[src/rtl/sti_pkg.sv]
// Shared types and constants for the serial receive / data-arrangement stage.
// Holds word-length encodings, the receive FSM state enum and the fill byte.
package sti_pkg;

    localparam int ADDR_W = 8;

    localparam logic [1:0] LEN_8  = 2'b00;
    localparam logic [1:0] LEN_16 = 2'b01;
    localparam logic [1:0] LEN_24 = 2'b10;
    localparam logic [1:0] LEN_32 = 2'b11;

    localparam logic [7:0] FILL_BYTE = 8'h00;

    typedef enum logic [1:0] {
        ST_IDLE,
        ST_SHIFT,
        ST_FILL,
        ST_FINISH
    } rx_state_t;

    // Number of data bits carried by a word of the given length code.
    function automatic logic [5:0] len_bits(input logic [1:0] len);
        len_bits = 6'd32;
        unique case (len)
            LEN_8:  len_bits = 6'd8;
            LEN_16: len_bits = 6'd16;
            LEN_24: len_bits = 6'd24;
            LEN_32: len_bits = 6'd32;
        endcase
    endfunction

endpackage

[src/rtl/sti_rx_byte_writer.sv]
// Byte drain and pixel-memory writer: splits a completed word into bytes
// (most-significant first), writes them at consecutive addresses, tracks the
// memory-full condition and performs the end-of-stream zero fill.
// Ports:
//   clk, reset          : clock, synchronous active-high reset
//   load, load_len/word : one-cycle word hand-off from the deserializer
//   fill_en             : write FILL_BYTE each cycle while not full
//   drain_empty, full   : status back to the FSM
//   drop_err            : one-cycle pulse on the first byte dropped when full
//   mem_wr/addr/data    : pixel memory write port
module sti_rx_byte_writer
    import sti_pkg::*;
#(
    parameter int MEM_DEPTH = 256
) (
    input  logic              clk,
    input  logic              reset,
    input  logic              load,
    input  logic [1:0]        load_len,
    input  logic [31:0]       load_word,
    input  logic              fill_en,
    output logic              drain_empty,
    output logic              full,
    output logic              drop_err,
    output logic              mem_wr,
    output logic [ADDR_W-1:0] mem_addr,
    output logic [7:0]        mem_data
);

    localparam logic [ADDR_W-1:0] LAST_ADDR = ADDR_W'(MEM_DEPTH - 1);

    logic [31:0]       drain_q;
    logic [1:0]        cnt_q;
    logic [1:0]        idx;
    logic [ADDR_W-1:0] ptr_q;
    logic              full_q;
    logic              dropped_q;
    logic              emit;
    logic              emit_fill;
    logic [7:0]        emit_byte;

    assign drain_empty = (cnt_q == 2'd0);
    assign full        = full_q;

    // The first byte of a word goes out in the load cycle itself; cnt_q
    // then counts the bytes still held in drain_q.
    always_comb begin
        emit      = 1'b0;
        emit_fill = 1'b0;
        emit_byte = FILL_BYTE;
        idx       = cnt_q - 2'd1;
        if (load) begin
            emit      = 1'b1;
            emit_byte = load_word[{load_len, 3'b000} +: 8];
        end else if (cnt_q != 2'd0) begin
            emit      = 1'b1;
            emit_byte = drain_q[{idx, 3'b000} +: 8];
        end else if (fill_en) begin
            emit      = 1'b1;
            emit_fill = 1'b1;
        end
    end

    always_ff @(posedge clk) begin
        if (reset) begin
            drain_q   <= '0;
            cnt_q     <= '0;
            ptr_q     <= '0;
            full_q    <= 1'b0;
            dropped_q <= 1'b0;
            drop_err  <= 1'b0;
            mem_wr    <= 1'b0;
            mem_addr  <= '0;
            mem_data  <= '0;
        end else begin
            mem_wr   <= 1'b0;
            drop_err <= 1'b0;
            if (load) begin
                drain_q <= load_word;
                cnt_q   <= load_len;
            end else if (cnt_q != 2'd0) begin
                cnt_q <= idx;
            end
            if (emit) begin
                if (!full_q) begin
                    mem_wr   <= 1'b1;
                    mem_addr <= ptr_q;
                    mem_data <= emit_byte;
                    // Address saturates at the top instead of wrapping.
                    if (ptr_q == LAST_ADDR) begin
                        full_q <= 1'b1;
                    end else begin
                        ptr_q <= ptr_q + 1'b1;
                    end
                end else if (!emit_fill && !dropped_q) begin
                    drop_err  <= 1'b1;
                    dropped_q <= 1'b1;
                end
            end
        end
    end

endmodule

[src/rtl/sti_rx.sv]
// Serial receive stage: deserializes si_data/si_valid into 8/16/24/32-bit
// words, presents them on po_data and arranges their bytes in pixel memory,
// zero-filling the rest of memory at end of stream.
// Ports:
//   clk, reset                  : clock, synchronous active-high reset
//   si_data, si_valid           : serial bit stream
//   cfg_length, cfg_msb         : word length code and bit order
//   cfg_end                     : end-of-stream pulse
//   po_data, po_valid, po_err   : parallel word, strobe, error strobe
//   mem_wr, mem_addr, mem_data  : pixel memory write port
//   rx_finish                   : sticky done flag
// Build option STI_RX_PARITY_EN: each word carries a trailing even-parity bit.
module sti_rx
    import sti_pkg::*;
#(
    parameter int MEM_DEPTH = 256
) (
    input  logic              clk,
    input  logic              reset,
    input  logic              si_data,
    input  logic              si_valid,
    input  logic [1:0]        cfg_length,
    input  logic              cfg_msb,
    input  logic              cfg_end,
    output logic [31:0]       po_data,
    output logic              po_valid,
    output logic              po_err,
    output logic              mem_wr,
    output logic [ADDR_W-1:0] mem_addr,
    output logic [7:0]        mem_data,
    output logic              rx_finish
);

    rx_state_t   state_q, state_d;
    logic [5:0]  cnt_q, cnt_d;
    logic [31:0] sr_q, sr_d, sr_next;
    logic [31:0] done_word;
    logic [1:0]  len_q, len_cur;
    logic        msb_q, msb_cur;
    logic [5:0]  nbits;
    logic        cap;
    logic        done;
    logic        frame_err;
    logic        fill_en;
    logic        pend_clr;
    logic        pend_q;
    logic [31:0] po_data_q;
    logic        po_valid_q;
    logic        po_err_q;
    logic        drain_empty;
    logic        full;
    logic        drop_err;

    assign po_data   = po_data_q;
    assign po_valid  = po_valid_q;
    assign po_err    = po_err_q | drop_err;
    assign rx_finish = (state_q == ST_FINISH);

    // The first bit of a word sees the live configuration; later bits use
    // the values captured with it.
    always_comb begin
        len_cur = (cnt_q == 6'd0) ? cfg_length : len_q;
        msb_cur = (cnt_q == 6'd0) ? cfg_msb : msb_q;
        nbits   = len_bits(len_cur);
        if (cnt_q == 6'd0) begin
            sr_next = {31'd0, si_data};
        end else if (msb_cur) begin
            sr_next = {sr_q[30:0], si_data};
        end else begin
            sr_next = sr_q;
            sr_next[cnt_q[4:0]] = si_data;
        end
    end

    always_comb begin
        state_d   = state_q;
        cnt_d     = cnt_q;
        sr_d      = sr_q;
        done_word = sr_next;
        cap       = 1'b0;
        done      = 1'b0;
        frame_err = 1'b0;
        fill_en   = 1'b0;
        pend_clr  = 1'b0;
        unique case (state_q)
            ST_IDLE: begin
                if (pend_q && drain_empty) begin
                    pend_clr = 1'b1;
                    state_d  = full ? ST_FINISH : ST_FILL;
                end else if (si_valid) begin
                    cap     = 1'b1;
                    sr_d    = sr_next;
                    cnt_d   = 6'd1;
                    state_d = ST_SHIFT;
                end
            end
            ST_SHIFT: begin
                if (!si_valid) begin
                    frame_err = (cnt_q != 6'd0);
                    cnt_d     = 6'd0;
                    state_d   = ST_IDLE;
                end else if (cnt_q == 6'd0) begin
                    cap   = 1'b1;
                    sr_d  = sr_next;
                    cnt_d = 6'd1;
`ifdef STI_RX_PARITY_EN
                end else if (cnt_q == nbits) begin
                    // Upper bits of sr_q are zero, so this is the even
                    // parity of data plus parity bit.
                    cnt_d     = 6'd0;
                    done_word = sr_q;
                    if (^{sr_q, si_data}) begin
                        frame_err = 1'b1;
                    end else begin
                        done = 1'b1;
                    end
`else
                end else if (cnt_q == nbits - 6'd1) begin
                    sr_d  = sr_next;
                    cnt_d = 6'd0;
                    done  = 1'b1;
`endif
                end else begin
                    sr_d  = sr_next;
                    cnt_d = cnt_q + 6'd1;
                end
            end
            ST_FILL: begin
                fill_en = 1'b1;
                if (full) begin
                    state_d = ST_FINISH;
                end
            end
            ST_FINISH: begin
            end
        endcase
    end

    always_ff @(posedge clk) begin
        if (reset) begin
            state_q <= ST_IDLE;
        end else begin
            state_q <= state_d;
        end
    end

    always_ff @(posedge clk) begin
        if (reset) begin
            cnt_q      <= '0;
            sr_q       <= '0;
            len_q      <= '0;
            msb_q      <= 1'b0;
            pend_q     <= 1'b0;
            po_data_q  <= '0;
            po_valid_q <= 1'b0;
            po_err_q   <= 1'b0;
        end else begin
            cnt_q      <= cnt_d;
            sr_q       <= sr_d;
            po_valid_q <= done;
            po_err_q   <= frame_err;
            if (done) begin
                po_data_q <= done_word;
            end
            if (cap) begin
                len_q <= cfg_length;
                msb_q <= cfg_msb;
            end
            if (state_q != ST_FINISH && cfg_end) begin
                pend_q <= 1'b1;
            end else if (pend_clr) begin
                pend_q <= 1'b0;
            end
        end
    end

    sti_rx_byte_writer #(
        .MEM_DEPTH (MEM_DEPTH)
    ) u_writer (
        .clk         (clk),
        .reset       (reset),
        .load        (done),
        .load_len    (len_q),
        .load_word   (done_word),
        .fill_en     (fill_en),
        .drain_empty (drain_empty),
        .full        (full),
        .drop_err    (drop_err),
        .mem_wr      (mem_wr),
        .mem_addr    (mem_addr),
        .mem_data    (mem_data)
    );

endmodule

[config.mk]
export PLATFORM = sky130hd
export DESIGN_NAME = sti_rx
export DESIGN_NICKNAME = d
export VERILOG_FILES = /design/src/rtl/sti_pkg.sv /design/src/rtl/sti_rx_byte_writer.sv /design/src/rtl/sti_rx.sv
export SDC_FILE = /design/constraint.sdc
export NUM_CORES = 1
export LEC_CHECK = 0
export ABC_AREA = 1
export CAP_MARGIN = 20
export CORE_ASPECT_RATIO = 1.75
export CORE_MARGIN = 3
export CORE_UTILIZATION = 62
export DETAILED_ROUTE_END_ITERATION = 12
export PLACE_DENSITY = 0.86
export SYNTH_ARGS = -nofsm -noshare
export SYNTH_HDL_FRONTEND = slang
export SYNTH_SLANG_ARGS = --single-unit
[constraint.sdc]
create_clock -name clk -period 4 [get_ports clk]
set_clock_uncertainty 0.05 [all_clocks]
set_input_delay 0.8 -clock clk [delete_from_list [all_inputs] [get_ports clk]]
set_output_delay 0.8 -clock clk [all_outputs]
set_load 0.01 [all_outputs]
==> impl_metrics.json, run 1 <==
{
  "status": "finished, final reports clean",
  "areaGrowthSynthToFinish_pct": 14.7,
  "worstPathMaxFanout": 33,
  "cts_setup_buffers": 0,
  "start_util": 0.647,
  "p_comb_frac": 0.448,
  "io_buffers": 59,
  "wirelength_um": 17700,
  "clock_latency_ns": 0.36,
  "fillers": 717,
  "synth_seq_area_share": 0.363,
  "drt_iter0_drc": 960,
  "multi_input_area_um2": 3260,
  "first_global_vias": 5992,
  "fin_setup_tns_ns": 0,
  "hp-class": "reg -> reg",
  "crit_path_max_incr_delay_ns": 0.41,
  "cts_tree": "done",
  "ys_ff_latch": 108,
  "coreArea_um2": 9210,
  "intPower_mw": 2.43,
  "path_class": "reg -> reg",
  "path_cells": "inv_1, ha_1, inv_2, nor2_2, nand3_2, buf_4, nand2_2, nand3_1, nand2_1, nor2_4, nand3_4, inv_2, buf_4, o21ai_0, a21oi_1",
  "synth_area_um2": 5960,
  "maxCapViolCount": 0,
  "dp.cells": 997,
  "dr_total_vias": 6530,
  "fin_hold_ws_ns": 0.420,
  "synth.area.top_cells": "dfxtp_1, nand3_1, nand2_1",
  "timing.final.crit_share": 0.845,
  "hold_viol_final": 0,
  "pwr-share-seq": 0.335,
  "io_pins": 60,
  "fp.dieW_um": 80.1,
  "hold_buffers": 0,
  "required_ns": 4.23,
  "power.net_switching_mw": 1.86,
  "drv_slew": 0,
  "yosysUniqueCellTypes": 39,
  "synth_cells": 867,
  "grt-ovfl-total": 0,
  "setup_violations": 0,
  "grt_util_all_layers": 0.334,
  "grt_pass1_wl_um": 28900,
  "antenna_cells": 0,
  "fin_cells": 1013,
  "final_area_um2": 6830,
  "synth.avg_cell_area_um2": 6.87,
  "ys.flop_type": "dfxtp_1",
  "place_area_um2": 6520,
  "ant_nets": 0,
  "vias_per_cell": 6.45,
  "grt_max_degree": 68,
  "dr.pass1.iters": 6,
  "gp_congestion": 0.945,
  "slew_headroom": 0.349,
  "drc": 0,
  "finalWorstPathRequiredPeriod_ns": 3.38,
  "dieArea_um2": 10900,
  "endpoint_kind": "flop",
  "rows": 46,
  "peakVddDrop_v": 0.000435,
  "synth_common_cells": "nand2_1, nand3_1, dfxtp_1",
  "cts_resized": 0,
  "wire_per_inst_um": 17.5,
  "cts.reportedPaths.clkPinSlew_ns": 0.07,
  "clkSinkCount": 108,
  "cts_buffers": 9,
  "clockRootBuffer": "clkbuf_16",
  "clock_power_share": 0.217,
  "total_power_mw": 4.29,
  "fin_nets": 906,
  "regArea_um2": 2160,
  "clk_path_buf_depth": 2,
  "drive_gt1_frac": 0.0560,
  "p_leak_nw": 2.88,
  "cp_data_arrival_time_ns": 3.61,
  "synth_edf_count": 0,
  "yosysWarnings": 0,
  "rsz0062_at_grt": "no",
  "startpoint_type": "flop",
  "cpMaxStageDelayCell": "dfxtp_1",
  "synth_fp_nets": 885,
  "fp.dieH_um": 136,
  "synth_top_area_cell": "dfxtp_1",
  "worst_pin_slew_ns": 0.974,
  "ys_async_sr_fraction": 0,
  "antenna_found_initial": 0,
  "dpl.hpwl_um": 12300,
  "p_per_area_nw_per_um2": 628,
  "yosysMostFrequentCell": "nand2_1",
  "synth_top_area_frac": 0.363,
  "switching_share": 0.433,
  "ctsHtreeMaxLevel": 3,
  "timing.fmax_ghz": 0.296
}
final cells by class:
class                           instances  area share
Multi-Input combinational cell        629       0.478
Sequential cell                       108       0.316
Timing Repair Buffer                   73       0.102
Inverter                               67      0.0368
Clock buffer                           10      0.0350
Tap cell                              120      0.0220
Clock inverter                          6      0.0101
worst max-delay path, delay by kind of cell (launching register included):
family	cells	cell delay, ns
flops	1	0.41
buf+inv	5	1.34
fa+ha+maj	1	0.39
compound gates	2	0.28
simple gates	7	0.83
metal layers:
metal | vias up | wire [µm] | GRT usage
met1 | 2991 | 6260 | 0.390
met3 | 99 | 1560 | 0.0539
li1 | 3003 | - | -
met2 | 437 | 9070 | 0.578
met5 | - | 0 | 0
met4 | 0 | 837 | 0.166
state kept, by name, summed over array words and instances (netlist names), 2 cells and up:
name,flops
u_writer.ptr_q,8
u_writer.cnt_q,2
u_writer.mem_addr,8
u_writer.drain_q,32
state_q,2
len_q,2
u_writer.mem_data,8
sr_q,32
cnt_q,6
final timing paths:
| check | from | to | slack [ns] | depth (start not counted) |
|---|---|---|---|---|
| hold reg to reg | u_writer.mem_addr[6]$_SDFFE_PP0P_ | u_writer.mem_addr[6]$_SDFFE_PP0P_ | 0.42 | 2 |
| setup reg to reg | cnt_q[0]$_SDFFE_PP0P_ | u_writer.drain_q[13]$_SDFFE_PP0N_ | 0.62 | 15 |
| hold / removal | u_writer.mem_addr[6]$_SDFFE_PP0P_ | u_writer.mem_addr[6]$_SDFFE_PP0P_ | 0.42 | 2 |
| setup / recovery | cnt_q[0]$_SDFFE_PP0P_ | u_writer.drain_q[13]$_SDFFE_PP0N_ | 0.62 | 15 |
placed cells by master, fill, tap and decap left out, types with 3 or more instances in the layout:
cell	n
o22ai_1	9
nand4_1	22
buf_4	14
inv_6	3
a21oi_1	77
ha_1	10
dfxtp_1	108
nor2_1	57
clkdlybuf4s50_1	59
xor2_1	7
nand2_2	3
inv_2	5
o211a_1	15
o21ai_0	93
o21ai_1	7
nand3b_1	19
inv_1	59
nand2_1	145
clkinv_1	3
clkbuf_16	9
nand3_1	142
cells by family after synthesis:
kind of cell / after synthesis / synth area share
buffers and inverters: 130 / 0.0905
adder cells (fa/ha/maj): 10 / 0.0210
AO/OA/AOI/OAI: 208 / 0.194
flip-flops: 108 / 0.363
multiplexers: 2 / 0.00336
XOR/XNOR: 7 / 0.0103
AND/OR/NAND/NOR: 402 / 0.318
per-stage QoR:
step / worst slack, ns / utilization
CTS: 0.710 / 0.742
finish: 0.622 / 0.742
global route: 0.286 / 0.742
detailed placement: 0.752 / 0.708
global placement: 0.929 / 0.708
floorplan: 1.52 / -
power by group through the flow:
stage	Combinational [mW]	Sequential, mW	Clock [mW]
after floorplan	1.41	1.41	0
after global placement	1.80	1.44	0
after detailed placement	1.86	1.45	0
after CTS	1.88	1.43	0.936
after global routing	2.14	1.45	0.976
final	1.92	1.44	0.932
No activity file was read; power rests on OpenSTA's default activity.
==> run 2, diff against run 1 <==
--- a/config.mk
+++ b/config.mk
@@ -9,9 +9,9 @@
 export CAP_MARGIN = 20
 export CORE_ASPECT_RATIO = 1.75
 export CORE_MARGIN = 3
-export CORE_UTILIZATION = 62
+export CORE_UTILIZATION = 52
 export DETAILED_ROUTE_END_ITERATION = 12
-export PLACE_DENSITY = 0.86
+export PLACE_DENSITY = 0.77
 export SYNTH_ARGS = -nofsm -noshare
 export SYNTH_HDL_FRONTEND = slang
 export SYNTH_SLANG_ARGS = --single-unit
==> constraint.sdc (replaced) <==
create_clock -name clk -period 3.1 [get_ports clk]
set_clock_uncertainty 0.05 [all_clocks]
set_input_delay 0.62 -clock clk [delete_from_list [all_inputs] [get_ports clk]]
set_output_delay 0.62 -clock clk [all_outputs]
set_load 0.01 [all_outputs]
==> impl_metrics.json, run 2 (synthesis gave the netlist of run 1 again) <==
{
  "status": "finished, final reports clean",
  "fin_setup_tns_ns": 0,
  "ctsHtreeMaxLevel": 3,
  "start_util": 0.534,
  "timing.fmax_ghz": 0.373,
  "drc": 0,
  "hold_buffers": 0,
  "reg2reg_from": "cnt_q[0]$_SDFFE_PP0P_",
  "gp_congestion": 0.906,
  "reg2reg_slack_ns": 0.42,
  "peakVddDrop_v": 0.000608,
  "crit_path_max_incr_delay_ns": 0.36,
  "io_buffers": 59,
  "fillers": 1019,
  "slew_headroom": 0.549,
  "ff2ff_path_depth": 17,
  "hold_viol_final": 0,
  "min_path_cells": 2,
  "areaGrowthSynthToFinish_pct": 16.7,
  "clockRootBuffer": "clkbuf_16",
  "final_area_um2": 6950,
  "grt_max_degree": 65,
  "wirelength_um": 18000,
  "fp.dieW_um": 86.9,
  "fp.dieH_um": 148,
  "rsz0062_at_grt": "no",
  "clock_latency_ns": 0.35,
  "grt-ovfl-total": 0,
  "worst_pin_slew_ns": 0.677,
  "r2r_end": "u_writer.mem_data[3]$_SDFFE_PP0P_",
  "worstPathMaxFanout": 19,
  "cp_data_arrival_time_ns": 2.88,
  "most-common-layout-cells": "nand2_1, nand3_1, dfxtp_1, o21ai_0, a21oi_1",
  "timing.final.crit_share": 0.865,
  "wire_per_inst_um": 17.4,
  "p_leak_nw": 2.94,
  "drive_gt1_frac": 0.0675,
  "fin_nets": 917,
  "drv_slew": 0,
  "cpMaxStageDelayCell": "dfxtp_1",
  "startpoint_type": "flop",
  "path_class": "reg -> reg",
  "p_per_area_nw_per_um2": 804,
  "dp.cells": 1020,
  "dpl.hpwl_um": 12600,
  "cp_num_buf_inv": 5,
  "io_pins": 60,
  "largestRegisters": "sr_q (32), u_writer.drain_q (32)",
  "endpoint_kind": "flop",
  "finalWorstPathRequiredPeriod_ns": 2.68,
  "crit_family": "simple AND/OR/NAND/NOR gates",
  "grt_util_all_layers": 0.283,
  "ant_nets": 0,
  "clk_path_buf_depth": 2,
  "final_core_util": 0.623,
  "clkSinkCount": 108,
  "dieArea_um2": 12800,
  "cts_buffers": 9,
  "cts_resized": 0,
  "required_ns": 3.30,
  "path_cells": "inv_1, ha_1, inv_2, nor2_2, nand3_2, inv_1, nand2_1, nand2_1, nand2_1, nand2_1, nand3_4, inv_2, nand2_1, nand2_1, inv_1, nor2_1, nor2_1",
  "first_global_vias": 5727,
  "dr_total_vias": 6248,
  "grt_pass1_wl_um": 29100,
  "cts_tree": "done",
  "total_power_mw": 5.59,
  "place_area_um2": 6650,
  "vias_per_cell": 6.03,
  "dr.pass1.iters": 5,
  "antenna_cells": 0,
  "coreArea_um2": 11200,
  "final_common_cell": "nand2_1",
  "min_to": "u_writer.mem_addr[6]$_SDFFE_PP0P_",
  "cts_setup_buffers": 0,
  "maxCapViolCount": 0,
  "setup_violations": 0,
  "rows": 51,
  "cts.reportedPaths.clkPinSlew_ns": 0.07,
  "hp-class": "reg -> reg",
  "crit_path_frequent_cell": "nand2_1",
  "antenna_found_initial": 0,
  "worstHoldStart": "u_writer.mem_addr[6]$_SDFFE_PP0P_",
  "drt_iter0_drc": 505,
  "fin_cells": 1036
}
-- run 2: changes by cell type in the layout (fill, tap and decap cells not counted) --
cell	change
buf_4	+9
buf_12	+2
-- run 2: worst min-delay path: cells and delay by family (launching register included) --
family	cells	cell delay, ns
compound gates	1	0.05
flops	1	0.31
simple gates	1	0.06
-- run 2: how the worst max path moves through the flow --
stage | slack, ns | start | to | depth (start not counted)
after global placement | 0.41 | si_valid | u_writer.mem_data[3]$_SDFFE_PP0P_ | 12
after CTS | 0.43 | cnt_q[0]$_SDFFE_PP0P_ | u_writer.mem_data[3]$_SDFFE_PP0P_ | 17
after detailed placement | 0.37 | si_valid | u_writer.mem_data[3]$_SDFFE_PP0P_ | 12
final | 0.42 | cnt_q[0]$_SDFFE_PP0P_ | u_writer.mem_data[3]$_SDFFE_PP0P_ | 17
after global routing | 0.12 | cnt_q[0]$_SDFFE_PP0P_ | u_writer.mem_data[4]$_SDFFE_PP0P_ | 17
after floorplan | 0.62 | u_writer.cnt_q[0]$_SDFFE_PP0P_ | cnt_q[5]$_SDFFE_PP0P_ | 13
-- run 2: routing by layer --
metal / share of wire / track usage / vias up
met2: 0.51 / 0.480 / 284
li1: - / - / 3028
met3: 0.057 / 0.0363 / 61
met5: 0 / 0 / -
met1: 0.39 / 0.344 / 2875
met4: 0.047 / 0.144 / 0
-- run 2: report_power, final --
| part | internal, mW | total (mW) | leakage, nW | switching (mW) |
|---|---|---|---|---|
| clock | 0.657 | 1.20 | 0.150 | 0.545 |
| sequential | 1.64 | 1.81 | 0.881 | 0.165 |
| combinational | 0.879 | 2.58 | 1.91 | 1.70 |
-- run 2: through the flow --
| stage | hold slack, ns | worst slack [ns] |
|---|---|---|
| floorplan | 0.393 | 0.624 |
| finish | 0.416 | 0.418 |
| CTS | 0.416 | 0.432 |
| detailed placement | 0.405 | 0.371 |
| global placement | 0.402 | 0.411 |
| global route | 0.434 | 0.119 |
-- run 2: final cells by class --
type	instances	area, µm²	share of cell area
Inverter	67	251	0.0362
Clock buffer	10	239	0.0344
Timing Repair Buffer	84	803	0.116
Sequential cell	108	2160	0.311
Multi-Input combinational cell	629	3260	0.469
Clock inverter	6	68.8	0.00990
Tap cell	132	165	0.0237
==> run 3, diff against run 2 <==
--- a/config.mk
+++ b/config.mk
@@ -8,7 +8,6 @@
 export ABC_AREA = 1
 export CAP_MARGIN = 20
 export CORE_ASPECT_RATIO = 1.75
-export CORE_MARGIN = 3
 export CORE_UTILIZATION = 52
 export DETAILED_ROUTE_END_ITERATION = 12
 export PLACE_DENSITY = 0.77
==> impl_metrics.json, run 3 (synthesis gave the netlist of run 1 again) <==
{
  "required_ns": 3.34,
  "first_global_vias": 5766,
  "place_area_um2": 6670,
  "dpl.hpwl_um": 12600,
  "endpoint_kind": "flop",
  "timing.final.crit_share": 0.881,
  "antenna_found_initial": 0,
  "grt-ovfl-total": 0,
  "worst_pin_slew_ns": 0.648,
  "startpoint_type": "flop",
  "clk_path_buf_depth": 2,
  "drt_iter0_drc": 568,
  "clkSinkCount": 108,
  "cts_resized": 0,
  "crit_family": "buffers and inverters",
  "cp_num_buf_inv": 5,
  "dieArea_um2": 11900,
  "dr.pass1.iters": 5,
  "cp_data_arrival_time_ns": 2.97,
  "worstPathMaxFanout": 29,
  "io_buffers": 59,
  "drv_slew": 0,
  "rows": 51,
  "p_per_area_nw_per_um2": 795,
  "final_area_um2": 6960,
  "setup_violations": 0,
  "path_class": "reg -> reg",
  "crit_path_max_incr_delay_ns": 0.41,
  "path_cells": "inv_1, ha_1, inv_2, nor2_2, nand3_2, inv_1, nand2_1, nand2_1, nand2_1, nand2_1, nand3_4, inv_2, buf_4, o21ai_0, a21oi_1",
  "most-common-layout-cells": "nand2_1, nand3_1, dfxtp_1, o21ai_0, a21oi_1",
  "cts.reportedPaths.clkPinSlew_ns": 0.07,
  "grt_max_degree": 65,
  "vias_per_cell": 6.06,
  "hold_buffers": 0,
  "multi_input_area_um2": 3260,
  "ctsHtreeMaxLevel": 3,
  "fin_hold_ws_ns": 0.416,
  "hold_viol_final": 0,
  "maxCapViolCount": 0,
  "crit_path_frequent_cell": "nand2_1",
  "gp_congestion": 0.948,
  "ant_nets": 0,
  "fp.dieW_um": 82.9,
  "dr_total_vias": 6292,
  "fin_setup_tns_ns": 0,
  "total_power_mw": 5.53,
  "peakVddDrop_v": 0.000554,
  "fp.dieH_um": 144,
  "cts_tree": "done",
  "cts_buffers": 9,
  "antenna_cells": 0,
  "finalWorstPathRequiredPeriod_ns": 2.73,
  "start_util": 0.534,
  "drc": 0,
  "wirelength_um": 17800,
  "clockRootBuffer": "clkbuf_16",
  "slew_headroom": 0.568,
  "cpMaxStageDelayCell": "inv_2",
  "coreArea_um2": 11200,
  "fillers": 1051,
  "largestRegisters": "sr_q (32), u_writer.drain_q (32)",
  "regArea_um2": 2160,
  "rsz0062_at_grt": "no",
  "p_leak_nw": 2.94,
  "drive_gt1_frac": 0.0684,
  "hp-class": "reg -> reg",
  "fin_nets": 920,
  "timing.fmax_ghz": 0.366,
  "grt_util_all_layers": 0.306,
  "clock_latency_ns": 0.36,
  "final_common_cell": "nand2_1",
  "io_pins": 60,
  "status": "finished, final reports clean",
  "wire_per_inst_um": 17.2,
  "grt_pass1_wl_um": 29100,
  "areaGrowthSynthToFinish_pct": 16.8,
  "cts_setup_buffers": 0
}
[run 3: changes by cell type in the layout (fill, tap and decap cells not counted), sizes merged]
cell	before	now
buf	25	28
inv	67	66
[run 3: per-stage QoR]
| stage | instances | utilization | setup WS [ns] |
|---|---|---|---|
| floorplan | 867 | - | 0.624 |
| global placement | 1023 | 0.597 | 0.439 |
| detailed placement | 1023 | 0.597 | 0.365 |
| CTS | 1038 | 0.623 | 0.364 |
| global route | 1038 | 0.623 | 0.0850 |
| finish | 1038 | 0.623 | 0.370 |
[run 3: cell type report]
class	count	area share
timing repair buffer	87	0.119
clock buffer	10	0.0329
clock inverter	5	0.00863
sequential	108	0.311
inverter	67	0.0361
tap	132	0.0237
multi-input combinational	629	0.469
[run 3: final timing paths]
| path | start | endpoint | slack (ns) | cells past startpoint |
|---|---|---|---|---|
| setup / recovery | cnt_q[0]$_SDFFE_PP0P_ | u_writer.drain_q[13]$_SDFFE_PP0N_ | 0.37 | 15 |
| hold / removal | u_writer.cnt_q[1]$_SDFFE_PP0P_ | u_writer.cnt_q[1]$_SDFFE_PP0P_ | 0.42 | 2 |
| setup reg to reg | cnt_q[0]$_SDFFE_PP0P_ | u_writer.drain_q[13]$_SDFFE_PP0N_ | 0.37 | 15 |
| hold reg to reg | u_writer.cnt_q[1]$_SDFFE_PP0P_ | u_writer.cnt_q[1]$_SDFFE_PP0P_ | 0.42 | 2 |
[run 3: routing by layer]
layer	track usage	vias to the layer above	routed length, µm	share of wire
li1	-	3031	-	-
met1	0.347	2906	6930	0.39
met2	0.544	299	9090	0.51
met3	0.0528	56	1030	0.058
met4	0.165	0	756	0.042
met5	0	-	0	0
[run 3: where the power goes]
part,switching [mW],internal [mW]
Clock,0.544,0.628
Sequential,0.169,1.64
Combinational,1.67,0.878
Total,2.39,3.15
[run 3: tightest hold or removal path: cells and delay by family, from the launching register on]
kind | cells | cell delay [ns]
AND/OR/NAND/NOR | 1 | 0.06
flip-flops | 1 | 0.31
AO/OA/AOI/OAI | 1 | 0.05
